File: src/rtl/dma_pkg.sv
// dma_pkg: shared definitions for the DMA CPU-facing controller.
//   - register offsets within the DMA I/O window
//   - controller state encoding
//   - control register bit positions
//   - dma_hit(): tests whether an address selects a given window offset
package dma_pkg;

    localparam logic [2:0] DMA_SRC_LO = 3'd0;
    localparam logic [2:0] DMA_SRC_HI = 3'd1;
    localparam logic [2:0] DMA_DST_LO = 3'd2;
    localparam logic [2:0] DMA_DST_HI = 3'd3;
    localparam logic [2:0] DMA_LEN    = 3'd4;
    localparam logic [2:0] DMA_CTRL   = 3'd5;

    localparam int unsigned DMA_CTRL_START = 7;
    localparam int unsigned DMA_CTRL_DONE  = 6;

    typedef enum logic [1:0] {
        DMA_IDLE,
        DMA_ARM,
        DMA_RUN,
        DMA_DONE
    } dma_ctrl_state_t;

    function automatic logic dma_hit(input logic [15:0] addr,
                                     input logic [15:0] base,
                                     input logic [2:0]  off);
        logic [15:0] rel;
        rel = addr - base;
        return rel == {13'd0, off};
    endfunction

endpackage

File: src/rtl/dma_ctrl_if.sv
// dma_ctrl_if: CPU I/O bus as seen by the DMA controller.
//   cpu_addr/cpu_din/cpu_we/cpu_cs driven by the CPU decode (master),
//   cpu_dout/cpu_rdy driven by the controller (slave).
interface dma_ctrl_if;
    logic [15:0] cpu_addr;
    logic [7:0]  cpu_din;
    logic        cpu_we;
    logic        cpu_cs;
    logic [7:0]  cpu_dout;
    logic        cpu_rdy;

    modport master (
        output cpu_addr, cpu_din, cpu_we, cpu_cs,
        input  cpu_dout, cpu_rdy
    );

    modport slave (
        input  cpu_addr, cpu_din, cpu_we, cpu_cs,
        output cpu_dout, cpu_rdy
    );
endinterface

File: src/rtl/dma_regfile.sv
// dma_regfile: the six DMA request registers and their read mux.
//   clk, reset_n : clock, async active-low reset
//   addr, din    : CPU address / write data
//   we           : write enable, already qualified by cs, we and controller state
//   active       : read-back value for control bit 7 (ARM or RUN)
//   done         : read-back value for control bit 6 (done flag)
//   dout         : combinational read data, 0 outside the window
//   src, dst, len, ctrl_lo : register contents (ctrl_lo = control bits 5:0)
module dma_regfile
    import dma_pkg::*;
#(
    parameter logic [15:0] BASE = 16'h2008
) (
    input  logic        clk,
    input  logic        reset_n,
    input  logic [15:0] addr,
    input  logic [7:0]  din,
    input  logic        we,
    input  logic        active,
    input  logic        done,
    output logic [7:0]  dout,
    output logic [15:0] src,
    output logic [15:0] dst,
    output logic [7:0]  len,
    output logic [5:0]  ctrl_lo
);

    // Addresses below BASE wrap to large values, so one compare covers both ends.
    logic [15:0] rel;
    logic        hit;
    logic [2:0]  off;

    assign rel = addr - BASE;
    assign hit = rel < 16'd6;
    assign off = rel[2:0];

    always_ff @(posedge clk or negedge reset_n) begin
        if (!reset_n) begin
            src     <= '0;
            dst     <= '0;
            len     <= '0;
            ctrl_lo <= '0;
        end else if (we && hit) begin
            case (off)
                DMA_SRC_LO: src[7:0]  <= din;
                DMA_SRC_HI: src[15:8] <= din;
                DMA_DST_LO: dst[7:0]  <= din;
                DMA_DST_HI: dst[15:8] <= din;
                DMA_LEN:    len       <= din;
                DMA_CTRL:   ctrl_lo   <= din[5:0];
                default:    ;
            endcase
        end
    end

    always_comb begin
        dout = '0;
        if (hit) begin
            case (off)
                DMA_SRC_LO: dout = src[7:0];
                DMA_SRC_HI: dout = src[15:8];
                DMA_DST_LO: dout = dst[7:0];
                DMA_DST_HI: dout = dst[15:8];
                DMA_LEN:    dout = len;
                DMA_CTRL:   dout = {active, done, ctrl_lo};
                default:    dout = '0;
            endcase
        end
    end

endmodule

File: src/rtl/dma_ctrl.sv
// dma_ctrl: CPU-facing responder for the DMA engine.
//   clk, reset_n : system clock, async active-low reset
//   cpu          : CPU I/O bus (dma_ctrl_if.slave); cpu_rdy low stalls the CPU
//   dma_busy     : engine busy
//   src_addr, dst_addr, length, ctrl : engine request registers
//   irq          : completion interrupt
// Optional feature macro: DMA_CTRL_IRQ_EN enables the done flag (control
// bit 6) and irq. Without it irq is 0, bit 6 reads 0 and sequencing is unchanged.
module dma_ctrl
    import dma_pkg::*;
#(
    parameter logic [15:0] BASE        = 16'h2008,
    parameter int unsigned ARM_TIMEOUT = 4
) (
    input  logic        clk,
    input  logic        reset_n,
    dma_ctrl_if.slave   cpu,
    input  logic        dma_busy,
    output logic [15:0] src_addr,
    output logic [15:0] dst_addr,
    output logic [7:0]  length,
    output logic [7:0]  ctrl,
    output logic        irq
);

    dma_ctrl_state_t state, state_nxt;
    logic [15:0]     arm_cnt;
    logic            arm_expired;
    logic            idle;
    logic            active;
    logic            ctrl_hit;
    logic            reg_we;
    logic            start_ok;
    logic            done_flag;
    logic [5:0]      ctrl_lo;

    assign idle     = (state == DMA_IDLE);
    assign active   = (state == DMA_ARM) || (state == DMA_RUN);
    assign ctrl_hit = dma_hit(cpu.cpu_addr, BASE, DMA_CTRL);
    assign reg_we   = cpu.cpu_cs && cpu.cpu_we && idle;
    // A start with zero length is dropped: the lower bits are still stored.
    assign start_ok = reg_we && ctrl_hit && cpu.cpu_din[DMA_CTRL_START] && (length != 8'd0);

    // arm_cnt counts completed ARM cycles; the last allowed cycle is ARM_TIMEOUT-1.
    assign arm_expired = (32'(arm_cnt) + 32'd1) >= ARM_TIMEOUT;

    always_ff @(posedge clk or negedge reset_n) begin
        if (!reset_n) begin
            state   <= DMA_IDLE;
            arm_cnt <= '0;
        end else begin
            state   <= state_nxt;
            arm_cnt <= (state == DMA_ARM) ? arm_cnt + 16'd1 : '0;
        end
    end

    always_comb begin
        state_nxt = state;
        case (state)
            DMA_IDLE: if (start_ok) state_nxt = DMA_ARM;
            DMA_ARM: begin
                if (dma_busy)         state_nxt = DMA_RUN;
                else if (arm_expired) state_nxt = DMA_DONE;
            end
            DMA_RUN:  if (!dma_busy) state_nxt = DMA_DONE;
            DMA_DONE: state_nxt = DMA_IDLE;
            default:  state_nxt = DMA_IDLE;
        endcase
    end

`ifdef DMA_CTRL_IRQ_EN
    // Set from DONE takes priority over the read-clear of the same cycle.
    always_ff @(posedge clk or negedge reset_n) begin
        if (!reset_n) begin
            done_flag <= 1'b0;
        end else if (state == DMA_DONE) begin
            done_flag <= 1'b1;
        end else if (reg_we && ctrl_hit) begin
            done_flag <= start_ok ? 1'b0 : cpu.cpu_din[DMA_CTRL_DONE];
        end else if (cpu.cpu_cs && !cpu.cpu_we && ctrl_hit) begin
            done_flag <= 1'b0;
        end
    end
    assign irq = done_flag;
`else
    assign done_flag = 1'b0;
    assign irq       = 1'b0;
`endif

    // ctrl[7] covers ARM, RUN and DONE so the engine sees it fall only after DONE.
    assign ctrl        = {~idle, done_flag, ctrl_lo};
    assign cpu.cpu_rdy = idle;

    dma_regfile #(
        .BASE(BASE)
    ) u_regfile (
        .clk     (clk),
        .reset_n (reset_n),
        .addr    (cpu.cpu_addr),
        .din     (cpu.cpu_din),
        .we      (reg_we),
        .active  (active),
        .done    (done_flag),
        .dout    (cpu.cpu_dout),
        .src     (src_addr),
        .dst     (dst_addr),
        .len     (length),
        .ctrl_lo (ctrl_lo)
    );

endmodule

File: src/flat_wrapper.sv
// flat-port wrapper written by rule: the top's interface ports become plain ports
module dma_ctrl_flat import dma_pkg::*;
#(
    parameter logic [15:0] BASE        = 16'h2008,
    parameter int unsigned ARM_TIMEOUT = 4
)
  (clk, reset_n, dma_busy, src_addr, dst_addr, length, ctrl, irq, cpu_cpu_addr, cpu_cpu_din, cpu_cpu_we, cpu_cpu_cs, cpu_cpu_dout, cpu_cpu_rdy);
  dma_ctrl_if cpu_i ();
  input  logic clk;
  input  logic reset_n;
  input  logic dma_busy;
  output logic [15:0] src_addr;
  output logic [15:0] dst_addr;
  output logic [7:0] length;
  output logic [7:0] ctrl;
  output logic irq;
  input wire logic [$bits(cpu_i.cpu_addr)-1:0] cpu_cpu_addr;
  input wire logic [$bits(cpu_i.cpu_din)-1:0] cpu_cpu_din;
  input wire logic [$bits(cpu_i.cpu_we)-1:0] cpu_cpu_we;
  input wire logic [$bits(cpu_i.cpu_cs)-1:0] cpu_cpu_cs;
  output wire logic [$bits(cpu_i.cpu_dout)-1:0] cpu_cpu_dout;
  output wire logic [$bits(cpu_i.cpu_rdy)-1:0] cpu_cpu_rdy;
  assign cpu_i.cpu_addr = cpu_cpu_addr;
  assign cpu_i.cpu_din = cpu_cpu_din;
  assign cpu_i.cpu_we = cpu_cpu_we;
  assign cpu_i.cpu_cs = cpu_cpu_cs;
  assign cpu_cpu_dout = cpu_i.cpu_dout;
  assign cpu_cpu_rdy = cpu_i.cpu_rdy;
  dma_ctrl #(.BASE(BASE), .ARM_TIMEOUT(ARM_TIMEOUT)) u_core (.clk(clk), .reset_n(reset_n), .cpu(cpu_i), .dma_busy(dma_busy), .src_addr(src_addr), .dst_addr(dst_addr), .length(length), .ctrl(ctrl), .irq(irq));
endmodule
File: config.mk
export PLATFORM = sky130hd
export DESIGN_NAME = dma_ctrl_flat
export DESIGN_NICKNAME = d
export VERILOG_FILES = /design/src/rtl/dma_pkg.sv /design/src/rtl/dma_ctrl_if.sv /design/src/rtl/dma_regfile.sv /design/src/rtl/dma_ctrl.sv /design/src/flat_wrapper.sv
export SDC_FILE = /design/constraint.sdc
export NUM_CORES = 1
export LEC_CHECK = 0
export ABC_AREA = 1
export CELL_PAD_IN_SITES_DETAIL_PLACEMENT = 0
export CELL_PAD_IN_SITES_GLOBAL_PLACEMENT = 1
export CORE_MARGIN = 5
export CORE_UTILIZATION = 39
export DETAILED_ROUTE_END_ITERATION = 8
export PLACE_DENSITY = 0.88
export SYNTH_ARGS = -nofsm -noshare
export SYNTH_HDL_FRONTEND = slang
export SYNTH_SLANG_ARGS = --single-unit
File: constraint.sdc
create_clock -name clk -period 4.7 [get_ports clk]
set_input_delay 0.705 -clock clk [delete_from_list [all_inputs] [get_ports clk]]
set_output_delay 0.705 -clock clk [all_outputs]
set_load 0.05 [all_outputs]
# Word-level counts from Yosys, hierarchy flattened
# Index checks and enable logic that the tools add are counted.
word_totals:
  output_inout_bits: 58
  word_cells: 51
  input_bits: 29
  reg_bits: 64
op_classes:
  n_addsub: 3
  bitwise: 1
  order_cmp: 2
  muxes: 8
  reduce_logical: 17
  eq_ne: 12
op_table:
  columns: ["op", "n"]
  rows:
  - ["case mux 8 bit (6 select lines)", 1]
  - [">= comparator 32 x 3 -> 1 bit (second input constant)", 1]
  - ["adder 16 x 1 -> 17 bit (second input constant)", 1]
  - ["adder 16 x 1 -> 16 bit (second input constant)", 1]
  - ["== test 16 x 3 -> 1 bit (second input constant)", 1]
  - ["less-than comparator 16 x 3 -> 1 bit (second input constant)", 1]
  - ["2-to-1 mux 16 bit", 1]
  - ["subtractor 16 x 14 -> 16 bit (second input constant)", 1]
  - ["AND reduction 2 bit", 6]
  - ["2-to-1 mux 2 bit", 4]
  - ["2-to-1 mux 8 bit", 1]
  - ["case mux 2 bit (4 select lines)", 1]
  - ["nonzero test 8 bit", 1]
  - ["== test 3 x 2 -> 1 bit (second input constant)", 2]
  - ["== test 3 bit (second input constant)", 2]
  - ["logical AND 1 bit", 6]
  - ["== test 2 bit (second input constant)", 2]
  - ["!= test 2 bit (second input constant)", 2]
  - ["== test 3 x 1 -> 1 bit (second input constant)", 1]
  - ["logical NOT 3 bit", 1]
  - ["!= test 3 x 2 -> 1 bit (second input constant)", 1]
  - ["AND reduction 3 bit", 1]
  - ["== test 2 x 1 -> 1 bit (second input constant)", 1]
  - ["logical NOT 2 bit", 1]
  - ["other kinds (2)", 2]

# Longest topological paths before layout
depth:
  word_depth: 7
  ltp_mapped: 14
  mapped_depth_nobuf: 14

# Hierarchy
# Synthesis repeated with hierarchy kept, for this count alone.
hier_totals:
  cells_unflattened: 539
  area_unflattened_um2: 3928.8
by_module_without_submodules:
  columns: ["mod", "area_each_um2", "cells_per_inst", "seq_area_each_um2", "n_inst"]
  rows:
  - ["dma_regfile", 2548.7, 328, 1151.1, 1]
  - ["dma_ctrl", 1380.1, 211, 450.4, 1]

# Worst setup path after synthesis
# OpenSTA, ideal clock, no wires.
synth_timing:
  kind: "in2out"
  start: "in cpu_cpu_addr[3]"
  end: "out cpu_cpu_dout[0]"
  path_stages: 8
  path_buffers: 0
  arrival_ps: 2439
  required_ps: 3995
  path_slack_ps: 1556
  cell_sequence: "inv_2 -> ha_1 -> nand2_1 -> a21oi_1 -> nand4_1 -> a21oi_2 -> nand3_4 -> a41oi_1"
synth_between:
  elab_chain_len: 3
synth_lines:
  columns: ["element", "line_no", "rtl"]
  rows:
  - ["from (decl)", "flat_wrapper.sv:17", "input wire logic [$bits(cpu_i.cpu_addr)-1:0] cpu_cpu_addr;"]
  - ["subtractor 16 x 14 -> 16 bit", "dma_regfile.sv:33", "assign rel = addr - BASE;"]
  - ["less-than comparator 16 x 3 -> 1 bit", "dma_regfile.sv:34", "assign hit = rel < 16'd6;"]
  - ["2-to-1 mux 8 bit", "dma_regfile.sv:58", "if (hit) begin"]
  - ["to (decl)", "flat_wrapper.sv:21", "output wire logic [$bits(cpu_i.cpu_dout)-1:0] cpu_cpu_dout;"]
# No other way between the ends.

# Worst setup path after layout
layout_timing:
  start: "in cpu_cpu_addr[3]"
  end: "out cpu_cpu_dout[2]"
# The elaborated chain is that of the path after synthesis.

==> run metrics <==
post-layout util ~53%; CP max FO 9; Highest Clock Rate 251 MHz; Yosys warning total 0; Die H 105 um; Mapped Cells 454; GPL Wtd Cong 0.879; Setup CP Type primary input to output port; Min Clock Period, post-route about 4 ns; FF-to-FF End u_core.state[0]$_DFFE_PN0P_; WL/cell 14.8 um; antenna violations before repair 0; Netlist cell types 33; Worst Path Arrival 3.28 ns; Yosys reg bits 64; Worst Hold Class register to register; Synth area leader dfrtp_1; I/O pins 87; Startpoint Class primary input; max_cap viols 0; Final period util 84.8%; R2R Path Start u_core.state[1]$_DFFE_PN0P_; WL final 9.70 mm; global-route wire length before repair 16.1 mm; Post-CTS Hold Buffers 0; hpwl dp ~7 mm; Final ANT Viol Nets 0; Final Setup Violations 0; drt initial violations 221; GRT Total Usage 18.0%; # clock sinks 64; met2 WL about 4.8 mm; Fin. Hold Viols 0; top_reg_cell synth dfrtp_1; # diodes 0; Seq/Total Area, Yosys 45.3%; # resized after CTS 0; worst slew pin tran between 0.8 and 0.9 ns; flop-to-flop setup slack 2.66 ns; Setup crit start cpu_cpu_addr[3]; layout cells sized above 1 10.4%; met3 routed WL 577 um; Static Leak 2.16 nW; Clock Tree Buf Depth 2; Met1 Routed Length 4.13 mm; EDFF count, synth 0; Post-CTS Setup Bufs 0; H-tree levels 3; max-slew violation count 0; area grow syn2layout 31.9%; die width between 100 and 150 um; RSZ-0062 raised after global routing no; GR Overflow Total 0; count of buffers from port buffering 84; Synth area leaders dfrtp_1 (45%), nand2_1 (16%), o21ai_1 (5.2%); critical path capture point type output port; max_slew headroom 45.9%; DR top layer met4; Hold Slack roughly 0.5 ns; Initial Utilization 40.4%; FP Rows 34; vias in the first global route about 3.3k; Mean Syn Cell Area 7.79 um^2; dpl ws 0.703 ns; status finished, final reports clean; Post-Syn Area between 3000 and 4000 um^2; Post-synth top cells nand2_1 (149), dfrtp_1 (64), nor2_1 (45); Root Buffer clkbuf_8; drc violations 0; final setup margin 0.716 ns; top-count cell post-synth nand2_1; Core Area 8760 um^2; top cell type's share of synthesized area between 40% and 50%; DR vias 3290; clk_lat worst skew 0.34 ns; worst r2r path cells 14; skew final 0.0127 ns; asr flop ratio synth 100%; CTS Buf Count 9; largest net degree at the start of global routing 65; Setup crit end cpu_cpu_dout[2]; Required @ worst endpoint 3.99 ns; Final nets 577; first drt pass iteration count 4; CTS tree built; VDD IR max ~0.17 mV; die area 11100 um^2; Setup TNS 0 ns; hold wc startpoint u_core.arm_cnt[0]$_DFF_PN0_; Power Density slightly below 300 nW/um^2; drt via density 5.02; clk slew on worst S/H paths 0.07 ns
metal layers:
| layer | vias up | global-route usage (%) |
|---|---|---|
| li1 | 1657 | - |
| met1 | 1514 | 23.1 |
| met4 | 0 | 5.11 |
| met2 | 99 | 28.9 |
| met3 | 20 | 5.99 |
| met5 | - | 0 |
cells in the final DEF, fill, tap and decap left out, drive strengths merged:
master | netlist | routed
nand2 | 156 | 156
clkdlybuf4s50 | 0 | 83
dfrtp | 64 | 64
inv | 49 | 51
o21ai | 51 | 51
nor2 | 47 | 47
nand3 | 28 | 28
nand4 | 9 | 9
clkbuf | 1 | 9
a21oi | 8 | 8
a221oi | 6 | 6
ha | 5 | 5
a31oi | 4 | 4
nor3 | 4 | 4
xor2 | 3 | 3
a22o | 3 | 3
clkinv | 1 | 3
buf | 8 | 3
o21bai | 2 | 2
a41oi | 2 | 2
conb | 1 | 2
bufinv | 0 | 2
a22oi | 1 | 1
o211ai | 1 | 1
clkinvlp | 0 | 1
power by group:
group / switching (W) / leakage, nW / internal, W
registers: 0.0000161 / 0.890 / 0.000567
logic: 0.000172 / 1.16 / 0.0000846
clock network: 0.000233 / 0.110 / 0.000304
sequential cells by signal (all words and copies together), names as in the netlist:
signal                    flops
u_core.u_regfile.dst         16
u_core.arm_cnt               16
u_core.u_regfile.src         16
u_core.u_regfile.ctrl_lo      6
u_core.state                  2
u_core.u_regfile.len          8
critical path: stages:
cell and delay [ns]:
clkdlybuf4s50_1 0.50, inv_2 0.05, ha_1 0.27, nand2_1 0.04
a21oi_1 0.12, nand4_1 0.14, a21oi_2 0.17, nand3_4 0.21
a41oi_1 0.23, clkdlybuf4s50_1 0.83
worst min path at each step:
stage | endpoint | slack (ns) | cells past startpoint
6_report | u_core.arm_cnt[0]$_DFF_PN0_ | 0.50 | 1
3_5_place_dp | u_core.arm_cnt[0]$_DFF_PN0_ | 0.49 | 1
4_1_cts | u_core.arm_cnt[0]$_DFF_PN0_ | 0.50 | 1
5_1_grt | u_core.arm_cnt[0]$_DFF_PN0_ | 0.54 | 1
3_3_place_gp | u_core.arm_cnt[0]$_DFF_PN0_ | 0.49 | 1
2_1_floorplan | u_core.arm_cnt[0]$_DFF_PN0_ | 0.41 | 0
cells by family after synthesis:
family	Yosys count	synth area share, %
XOR/XNOR	3	0.743
buffers and inverters	59	7.74
flip-flops	64	45.3
AND/OR/NAND/NOR	244	30.2
adder cells (fa/ha/maj)	5	1.77
other	1	0.106
AO/OA/AOI/OAI	78	14.2
through the flow:
step | cells | instance area (um^2) | power (W)
floorplan | 455 | 3540 | 0.000758
global placement | 640 | 4440 | 0.000850
detailed placement | 640 | 4440 | 0.000856
CTS | 656 | 4670 | 0.00139
global route | 656 | 4670 | 0.00145
finish | 656 | 4670 | 0.00138
cell type report:
type                            instances  area, um^2
Inverter                               50         188
Multi-Input combinational cell        332        1670
Sequential cell                        64        1600
Clock inverter                          7         103
Fill cell                             856        4100
Clock buffer                            9         124
Timing Repair Buffer                   86         851
Tap cell                              108         135
No activity file was read; power rests on OpenSTA's default activity.
